<file path="config.mk">
export PLATFORM = sky130hd
export DESIGN_NAME = bit_serial_adder
export DESIGN_NICKNAME = d
export VERILOG_FILES = /design/src/rtl/alu_pkg.sv /design/src/rtl/full_adder.sv /design/src/rtl/bit_serial_adder.sv
export SDC_FILE = /design/constraint.sdc
export NUM_CORES = 1
export LEC_CHECK = 0
export ABC_AREA = 1
export CAP_MARGIN = 10
export CORE_MARGIN = 2
export CORE_UTILIZATION = 33
export CTS_BUF_LIST = sky130_fd_sc_hd__clkbuf_8
export DETAILED_ROUTE_END_ITERATION = 8
export PLACE_DENSITY = 0.62
export SLEW_MARGIN = 20
export SYNTH_ARGS = -nofsm -noshare
export SYNTH_HDL_FRONTEND = slang
export SYNTH_SLANG_ARGS = --single-unit
</file>
<file path="constraint.sdc">
create_clock -name clk_i -period 1.6 [get_ports clk_i]
set_clock_uncertainty 0.05 [all_clocks]
set_input_delay 0.32 -clock clk_i [delete_from_list [all_inputs] [get_ports clk_i]]
set_output_delay 0.32 -clock clk_i [all_outputs]
set_load 0.01 [all_outputs]
</file>
<file path="src/rtl/alu_pkg.sv">
`default_nettype none
// +------------------------------------------------------------------+
// | Package  : alu_pkg                                               |
// | Brief    : Shared ALU width and serial-adder state encodings.    |
// | Revision : 1.0 - initial release                                 |
// +------------------------------------------------------------------+
package alu_pkg;

  localparam int ALU_WIDTH = 4;

  typedef logic [1:0] state_t;

  localparam state_t ST_IDLE = 2'd0;
  localparam state_t ST_RUN  = 2'd1;
  localparam state_t ST_DONE = 2'd2;

endpackage
`default_nettype wire

</file>
<file path="src/rtl/full_adder.sv">
`default_nettype none
// +------------------------------------------------------------------+
// | Module   : full_adder                                            |
// | Brief    : One-bit combinational full adder.                     |
// | Revision : 1.0 - initial release                                 |
// +------------------------------------------------------------------+
module full_adder (
  input  logic a_i,
  input  logic b_i,
  input  logic carry_i,
  output logic sum_o,
  output logic carry_o
);

  logic w_half;

  assign w_half  = a_i ^ b_i;
  assign sum_o   = w_half ^ carry_i;
  assign carry_o = (a_i & b_i) | (carry_i & w_half);

endmodule
`default_nettype wire

</file>
<file path="src/rtl/bit_serial_adder.sv">
`default_nettype none
// +------------------------------------------------------------------+
// | Module   : bit_serial_adder                                      |
// | Brief    : LSB-first serial add/subtract with start/busy/done.   |
// | Revision : 1.0 - initial release                                 |
// +------------------------------------------------------------------+
module bit_serial_adder
  import alu_pkg::*;
#(
  parameter int WIDTH = ALU_WIDTH
) (
  input  logic             clk_i,
  input  logic             rst_i,
  input  logic             start_i,
  input  logic             sub_i,
  input  logic [WIDTH-1:0] a_i,
  input  logic [WIDTH-1:0] b_i,
  output logic             busy_o,
  output logic             done_o,
  output logic [WIDTH-1:0] result_o,
  output logic             carry_o,
  output logic             zero_o,
  output logic             overflow_o
);

  localparam int                 CNT_W      = $clog2(WIDTH + 1);
  localparam logic [CNT_W-1:0]   C_LAST_BIT = CNT_W'(WIDTH - 1);

  state_t             r_state;
  logic [WIDTH-1:0]   r_a_sr;
  logic [WIDTH-1:0]   r_b_sr;
  logic [WIDTH-1:0]   r_res_sr;
  logic               r_carry_q;
  logic [CNT_W-1:0]   r_cnt;
  logic               r_busy;
  logic               r_done;
  logic [WIDTH-1:0]   r_result;
  logic               r_carry;
  logic               r_zero;
  logic               r_overflow;

  logic               w_sum;
  logic               w_cout;
  logic [WIDTH-1:0]   w_res_next;

  full_adder u_full_adder (
    .a_i     (r_a_sr[0]),
    .b_i     (r_b_sr[0]),
    .carry_i (r_carry_q),
    .sum_o   (w_sum),
    .carry_o (w_cout)
  );

  // New sum bit enters at the MSB so after WIDTH shifts bit 0 lands at index 0.
  assign w_res_next = (r_res_sr >> 1) | (WIDTH'(w_sum) << (WIDTH - 1));

  always_ff @(posedge clk_i) begin
    if (rst_i) begin
      r_state    <= ST_IDLE;
      r_a_sr     <= '0;
      r_b_sr     <= '0;
      r_res_sr   <= '0;
      r_carry_q  <= 1'b0;
      r_cnt      <= '0;
      r_busy     <= 1'b0;
      r_done     <= 1'b0;
      r_result   <= '0;
      r_carry    <= 1'b0;
      r_zero     <= 1'b0;
      r_overflow <= 1'b0;
    end else begin
      r_done <= 1'b0;
      case (r_state)
        ST_IDLE, ST_DONE: begin
          if (start_i) begin
            r_a_sr    <= a_i;
            r_b_sr    <= sub_i ? ~b_i : b_i;
            r_carry_q <= sub_i;
            r_cnt     <= '0;
            r_res_sr  <= '0;
            r_busy    <= 1'b1;
            r_state   <= ST_RUN;
          end else begin
            r_busy  <= 1'b0;
            r_state <= ST_IDLE;
          end
        end
        ST_RUN: begin
          r_a_sr    <= r_a_sr >> 1;
          r_b_sr    <= r_b_sr >> 1;
          r_res_sr  <= w_res_next;
          r_carry_q <= w_cout;
          if (r_cnt == C_LAST_BIT) begin
            // r_carry_q here is the carry into the MSB position.
            r_result   <= w_res_next;
            r_carry    <= w_cout;
            r_zero     <= (w_res_next == '0);
            r_overflow <= r_carry_q ^ w_cout;
            r_done     <= 1'b1;
            r_busy     <= 1'b0;
            r_state    <= ST_DONE;
          end else begin
            r_cnt <= r_cnt + CNT_W'(1);
          end
        end
        default: begin
          r_busy  <= 1'b0;
          r_state <= ST_IDLE;
        end
      endcase
    end
  end

  assign busy_o     = r_busy;
  assign done_o     = r_done;
  assign result_o   = r_result;
  assign carry_o    = r_carry;
  assign zero_o     = r_zero;
  assign overflow_o = r_overflow;

endmodule
`default_nettype wire

</file>
## Yosys cells after proc, flatten, opt, wreduce, memory -nomap -nowiden

Cells that the tools add are included.

- Input bits: 12
- Output and inout bits: 9
- Word-level logic and storage cells: 55
- Register bits: 27

- $add $sub $neg: 1
- Bitwise gates (word level): 9
- Equality and inequality tests: 6
- Reduce and logical (&&, ||, !) cells: 8
- Mux-type cells: 19

Operator list:

| operator | number |
|---|---|
| case mux 4 bit (2 select lines) | 3 |
| 2-to-1 mux 4 bit | 4 |
| 2-to-1 mux 3 bit | 2 |
| inequality test 2 bit, second input constant | 3 |
| case mux 3 bit (2 select lines) | 1 |
| 2-to-1 mux 1 bit | 5 |
| logical NOT 4 bit | 1 |
| inverter 4 bit | 1 |
| OR 3 x 4 -> 4 bit | 1 |
| case mux 1 bit (2 select lines) | 2 |
| case mux 2 bit (2 select lines) | 1 |
| AND reduction 2 bit | 2 |
| OR reduction 2 bit | 2 |
| adder 3 x 1 -> 3 bit, second input constant | 1 |
| == test 3 x 2 -> 1 bit, second input constant | 1 |
| AND reduction 3 bit | 1 |
| XOR 1 bit | 3 |
| bitwise AND 1 bit | 2 |
| == test 2 x 1 -> 1 bit, second input constant | 1 |
| == test 2 bit, second input constant | 1 |
| logical NOT 2 bit | 1 |
| 2-to-1 mux 2 bit | 1 |
| nonzero test 2 bit | 1 |
| inverter 1 bit | 1 |
| OR 1 bit | 1 |

## Logic depth before layout (Yosys ltp)

Gate-level depths: netlist of run 1.

- Depth after elaboration: 4
- Gate-level depth with buffers: 7
- Mapped depth without buffers: 7

## Hierarchy

Synthesis of run 1 repeated with hierarchy kept, for this count alone.

- Cells, all modules: 165
- Area, all modules: 1148.6 µm²

Modules (own cells, without submodules):

| module | sequential area each (µm²) | cells each | times used | area an instance (µm²) |
|---|---|---|---|---|
| bit_serial_adder | 520.5 | 164 | 1 | 1128.6 |
| full_adder | 0.0 | 1 | 1 | 20.0 |

## Least setup slack after synthesis of run 1

OpenSTA, ideal clock, no wires.

- Path kind: register to register
- Start: reg r_carry_q
- End: reg r_zero (netlist: zero_o)
- Period minus slack after synthesis: 1.295 ns
- Data required time: 1.494 ns
- Setup slack: 0.305 ns
- Stages on the path, launching flop included: 7
- Arrival time: 1.189 ns
- Cell sequence: dfxtp_1 > fa_1 > nor2_1 > nand2_1 > o21ai_0 > nand2_1 > inv_1

- Cells in the longest elaborated chain, start to end: 3

RTL lines:

| item | RTL line | text |
|---|---|---|
| start: declaration | bit_serial_adder.sv:33 | `logic r_carry_q;` |
| start signal: assignment | bit_serial_adder.sv:78 | `r_carry_q <= sub_i;` |
| start signal: assignment | bit_serial_adder.sv:92 | `r_carry_q <= w_cout;` |
| XOR 1 bit | full_adder.sv:18 | `assign sum_o = w_half ^ carry_i;` |
| via u_full_adder.sum_o | full_adder.sv:11 | `output logic sum_o,` |
| OR 3 x 4 -> 4 bit | bit_serial_adder.sv:55 | `assign w_res_next = (r_res_sr >> 1) \| (WIDTH'(w_sum) << (WIDTH - 1));` |
| logical NOT 4 bit | bit_serial_adder.sv:97 | `r_zero <= (w_res_next == '0);` |
| end signal: assignment | bit_serial_adder.sv:97 |  |
| end: declaration | bit_serial_adder.sv:39 | `logic r_zero;` |

The timed path passes the listed nets, and every way through them passes these cells.
A chain may end at the register's enable or synchronous reset.

## Worst setup path after layout of run 1

- Start: reg r_carry (netlist: carry_o)
- End: out carry_o

RTL lines:

| item | RTL line | text |
|---|---|---|
| start: declaration | bit_serial_adder.sv:38 | `logic r_carry;` |
| start signal: assignment | bit_serial_adder.sv:96 | `r_carry <= w_cout;` |
| end: declaration | bit_serial_adder.sv:21 | `output logic carry_o,` |

No word-level cell between the ends.

==> results of run 1 <==
==> power breakdown <==
| group | internal, mW | switching [mW] |
|---|---|---|
| Sequential | 0.678 | 0.0206 |
| Combinational | 0.0878 | 0.109 |
| Clock | 0.335 | 0.206 |
==> layer usage <==
metal / up-vias / share of wire
met5: - / 0
met4: 0 / 0.017
met3: 4 / 0.021
met2: 18 / 0.45
met1: 458 / 0.51
li1: 558 / -
==> state kept, by name, summed over array words and instances, names as in the netlist <==
register and count:
result_o 4, busy_o 1, r_res_sr 3, r_cnt 3, overflow_o 1, done_o 1
r_carry_q 1, zero_o 1, r_a_sr 4, carry_o 1, r_b_sr 4, r_state 2
==> layout make-up <==
type                            count  area (um2)
Timing Repair Buffer               24       230.2
Sequential cell                    26       520.5
Inverter                           25       93.84
Tap cell                           46       57.56
Multi-Input combinational cell    113       510.5
Fill cell                         365        1853
Clock inverter                      1       30.03
Clock buffer                        3       41.29
==> worst min path at each step <==
stage,start,endpoint,depth (start not counted)
after floorplan,r_b_sr[3],r_b_sr[3],2
after detailed placement,r_a_sr[3],r_a_sr[3],2
final,r_b_sr[3],r_b_sr[3],2
after global placement,r_b_sr[3],r_b_sr[3],2
after global routing,r_b_sr[3],r_b_sr[3],2
after CTS,r_a_sr[3],r_a_sr[3],2
==> layout by cell type, fill, tap and decap left out <==
cell             synthesis  final
clkbuf_8                 0      3
fa_1                     1      1
nor2_2                   1      1
inv_2                    2      3
a21oi_1                 15     15
nand3_2                  1      1
inv_1                   22     21
nor2_1                  18     18
nand2_1                 59     59
dfxtp_1                 26     26
nand3_1                 11     11
bufinv_16                0      1
clkinv_1                 1      1
o21ai_0                  3      3
ha_1                     2      2
buf_4                    1      4
clkdlybuf4s50_1          0     20
nand2_2                  1      1
xor2_1                   1      1
==> repair_timing <==
| action | in CTS | in global routing |
|---|---|---|
| setup endpoints to repair | 0 | 1 |
| gates resized for setup | 0 | 1 |
| setup buffers | 0 | 0 |
==> kinds of logic (layout without fill, tap and decap cells) <==
kind of cell    Yosys count  in the layout  share of synthesized area
buf+inv                  28             53                    0.09649
fa+ha+maj                 3              3                    0.03947
xor+xnor                  1              1                   0.007677
simple gates             91             91                     0.3213
flops                    26             26                     0.4561
compound gates           18             18                    0.07894
==> flow_summary.yaml, run 1 <==
setup_path:
  cpLargestDelayFamily: "buffers and inverters"
  arrival_ns: 1.16
  critPathBufInv: 1
  reg2reg_from: "r_cnt[0]"
  cp_slowest_cell: "clkdlybuf4s50_1"
  cp_max_fo: 2
  worst-r2r-setup-slack_ns: 0.22
  crit_cells: 1
  worstRegToRegCells: 6
  worstSetupStartpointType: "register"
  startpoint: "carry_o"
  cp.required_ns: 1.23
  end_kind: "primary output"
  path_cells: "clkdlybuf4s50_1"
  crit_end: "carry_o"
  path_class: "register to primary output"
  cp_slowest_stage_delay_ns: 0.54
  r2r_end: "overflow_o"
power_and_ir_drop:
  power_density_nw_per_um2: 967.3
  p_total_mw: 1.435
  irDropWorstVdd_mv: 0.3305
  p_leak_nw: 0.6797
timing:
  fin_crit_sh: 0.9535
  setup_viol: 0
  fmax_mhz: 655.5
  timing.max_slew.rel_slack: 0.8234
  rsz0062_at_grt: "false"
  finalHoldViolCount: 0
  tns_ns: 0
  final.min_clock_period_ns: 1.526
  worst_slew_pin_slew_ns: 0.2632
  fin_hold_ws_ns: 0.4151
  report.final.slew_viol_count: 0
  fin_ws_ns: 0.07445
logic_synthesis:
  syn_area_um2: 1141
  ys.flop_type: "dfxtp_1"
  ys_seq_elements: 26
  yosys_warnings: 0
  synth_seq_area_share: 0.4561
  synth_top_area_cell: "dfxtp_1"
  synth_edf_count: 0
  synth_top_area_share: 0.4561
  ys_types: 18
  synth.area.top_cells: "dfxtp_1, nand2_1, inv_1, a21oi_1, nor2_1"
  post-synth-top-count-cell: "nand2_1"
  synth_common_cells: "nand2_1, dfxtp_1, inv_1"
  syn_nets: 182
  async_flop_share: 0
  synthCells: 167
  synth_area_per_cell_um2: 6.833
routing:
  totalWireLength_mm: 2.177
  wl_per_cell_um: 9.147
  drtPass1Iterations: 4
  ant_nets: 0
  via_count: 1038
  viasPerCell: 4.361
  drc: 0
  drt_iter0_markers: 30
place:
  place.gp.congestion: 0.7765
  place_ws_ns: 0.07179
  numPortBuffers: 20
  hpwl_mm: 1.588
  placed_cells: 234
  placed_cell_area_um2: 1413
die:
  io_pins: 21
  die_w_um: 62.81
  start_util: 0.3420
  die_height_um: 62.81
  num_rows: 21
  core_area_um2: 3337
  dieArea_um2: 3944
cts:
  cts_max_level: 1
  clk_path_buf_depth: 2
  ctsHoldBuffers: 0
  insertion_delay_ns: 0.27
  cts_buffers: 3
  cts.sinks: 26
  clkTransAtPathRegs_ns: 0.09
  cts_tree: "done"
  cts_root_buf: "clkbuf_8"
global_route:
  grt.met1_usage: 0.1628
  antenna_found_initial: 0
  grt_use_met3: 0.01622
  grt_pass1_wl_mm: 4.043
  grt_max_degree: 17
  grt.busiest_layer: "met2"
  overflow: 0
  grt_use_met2: 0.2070
  grtUsageTotal: 0.1245
  grt_pass1_vias: 941
finish:
  fin_util: 0.4447
  antennaDiodeCount: 0
  final-instance-count-excl-fill: 238
  design_area_um2: 1484
  fin_nets: 208
  areaGrowthSynthToFinish_pct: 30.04
  layout-drive-gt1-share: 0.07292
min_path:
  hold_class: "register to register"
outcome:
  outcome: "completed"
flow_run:
  drv_cap: 0
Note: power is estimated with default switching activity, not from simulation.
==> run 2, diff against run 1 <==
--- a/config.mk
+++ b/config.mk
@@ -8,10 +8,10 @@
 export ABC_AREA = 1
 export CAP_MARGIN = 10
 export CORE_MARGIN = 2
-export CORE_UTILIZATION = 33
+export CORE_UTILIZATION = 50
 export CTS_BUF_LIST = sky130_fd_sc_hd__clkbuf_8
 export DETAILED_ROUTE_END_ITERATION = 8
-export PLACE_DENSITY = 0.62
+export PLACE_DENSITY = 0.84
 export SLEW_MARGIN = 20
 export SYNTH_ARGS = -nofsm -noshare
 export SYNTH_HDL_FRONTEND = slang
==> constraint.sdc (replaced) <==
create_clock -name clk_i -period 1.86 [get_ports clk_i]
set_clock_uncertainty 0.05 [all_clocks]
set_input_delay 0.372 -clock clk_i [delete_from_list [all_inputs] [get_ports clk_i]]
set_output_delay 0.372 -clock clk_i [all_outputs]
set_load 0.01 [all_outputs]
==> run 2 against run 1 <==
Routed wire length up 5.4%. Worst hold slack better by 0.0020 ns. Sequential power down 14%. Largest cell class unchanged.
==> flow_summary.yaml, run 2 (same netlist as run 1, synthesis figures left out) <==
finish:
  fin_nets: 206
  final_common_cell: "nand2_1"
  final_cell_mix: "nand2_1, dfxtp_1, inv_1, clkdlybuf4s50_1, nor2_1"
  design_area_um2: 1446
  final-instance-count-excl-fill: 218
  fin_util: 0.6602
  areaGrowthSynthToFinish_pct: 26.75
  fill_cells: 172
  layout-drive-gt1-share: 0.05789
  antennaDiodeCount: 0
timing:
  fin_hold_ws_ns: 0.4172
  setup_viol: 0
  finalHoldViolCount: 0
  final.min_clock_period_ns: 1.566
  worst_slew_pin_slew_ns: 0.3398
  timing.max_slew.rel_slack: 0.7732
  fin_crit_sh: 0.8419
  report.final.slew_viol_count: 0
  rsz0062_at_grt: "false"
  tns_ns: 0
  fmax_mhz: 638.6
  fin_ws_ns: 0.2940
setup_path:
  cp.required_ns: 1.44
  end_kind: "primary output"
  startpoint: "overflow_o"
  cp_slowest_stage_delay_ns: 0.53
  critPathBufInv: 1
  cp_max_fo: 2
  cp_slowest_cell: "clkdlybuf4s50_1"
  path_class: "register to primary output"
  reg2reg_from: "r_cnt[0]"
  arrival_ns: 1.14
  cpLargestDelayFamily: "buffers and inverters"
  worstSetupStartpointType: "register"
  path_cells: "clkdlybuf4s50_1"
global_route:
  grt_pass1_vias: 1003
  grt_max_degree: 17
  overflow: 0
  grtUsageTotal: 0.1932
  antenna_found_initial: 0
  grt_pass1_wl_mm: 3.822
power_and_ir_drop:
  p_leak_nw: 0.6722
  p_total_mw: 1.229
  irDropWorstVdd_mv: 0.4561
  power_density_nw_per_um2: 849.8
place:
  place.gp.congestion: 0.7890
  placed_cell_area_um2: 1375
  place_ws_ns: 0.1496
  hpwl_mm: 1.725
  placed_cells: 214
  numPortBuffers: 20
cts:
  cts_setup_buffers: 0
  cts_max_level: 1
  ctsHoldBuffers: 0
  clk_path_buf_depth: 2
  insertion_delay_ns: 0.27
  cts_root_buf: "clkbuf_8"
  clkTransAtPathRegs_ns: 0.09
  ctsResizeCount: 0
  cts_buffers: 3
  cts_tree: "done"
  cts.sinks: 26
routing:
  drtPass1Iterations: 4
  ant_nets: 0
  viasPerCell: 4.775
  drt_iter0_markers: 24
  drc: 0
  via_count: 1041
  wl_per_cell_um: 10.53
  totalWireLength_mm: 2.295
min_path:
  hp-start: "busy_o"
  hold_class: "register to register"
die:
  io_pins: 21
  dieArea_um2: 2680
  core_area_um2: 2191
  start_util: 0.5208
  num_rows: 17
  die_w_um: 51.77
  die_height_um: 51.77
outcome:
  outcome: "completed"
flow_run:
  drv_cap: 0
## run 2: cell type report
cell class,instances,area [um2],share of cell area
clock inverter,1,30.03,0.02076
tap,28,35.03,0.02422
timing repair buffer,22,215.2,0.1488
clock buffer,3,41.29,0.02855
multi-input combinational,113,510.5,0.3529
inverter,25,93.84,0.06488
sequential,26,520.5,0.3599
## run 2: path summary, 6_finish.rpt
path                            slack [ns]    endpoint  cells after the start
worst min register to register        0.42      busy_o                      2
worst max register to register        0.40  overflow_o                      6
worst min-delay path                  0.42      busy_o                      2
worst max-delay path                  0.29  overflow_o                      1
## run 2: per-layer routing
layer	wire, um	GRT usage	up-vias
li1	-	-	553
met1	1022	0.2036	465
met2	1143	0.3419	19
met3	79	0.03161	4
met4	50	0.1447	0
met5	0	0	-
## run 2: power by group
part           total, mW  leakage, nW  switching (mW)  internal (mW)
clock              0.460       0.0357           0.172          0.288
combinational      0.168        0.424          0.0962         0.0715
sequential         0.602        0.212          0.0185          0.583
total               1.23        0.672           0.287          0.943
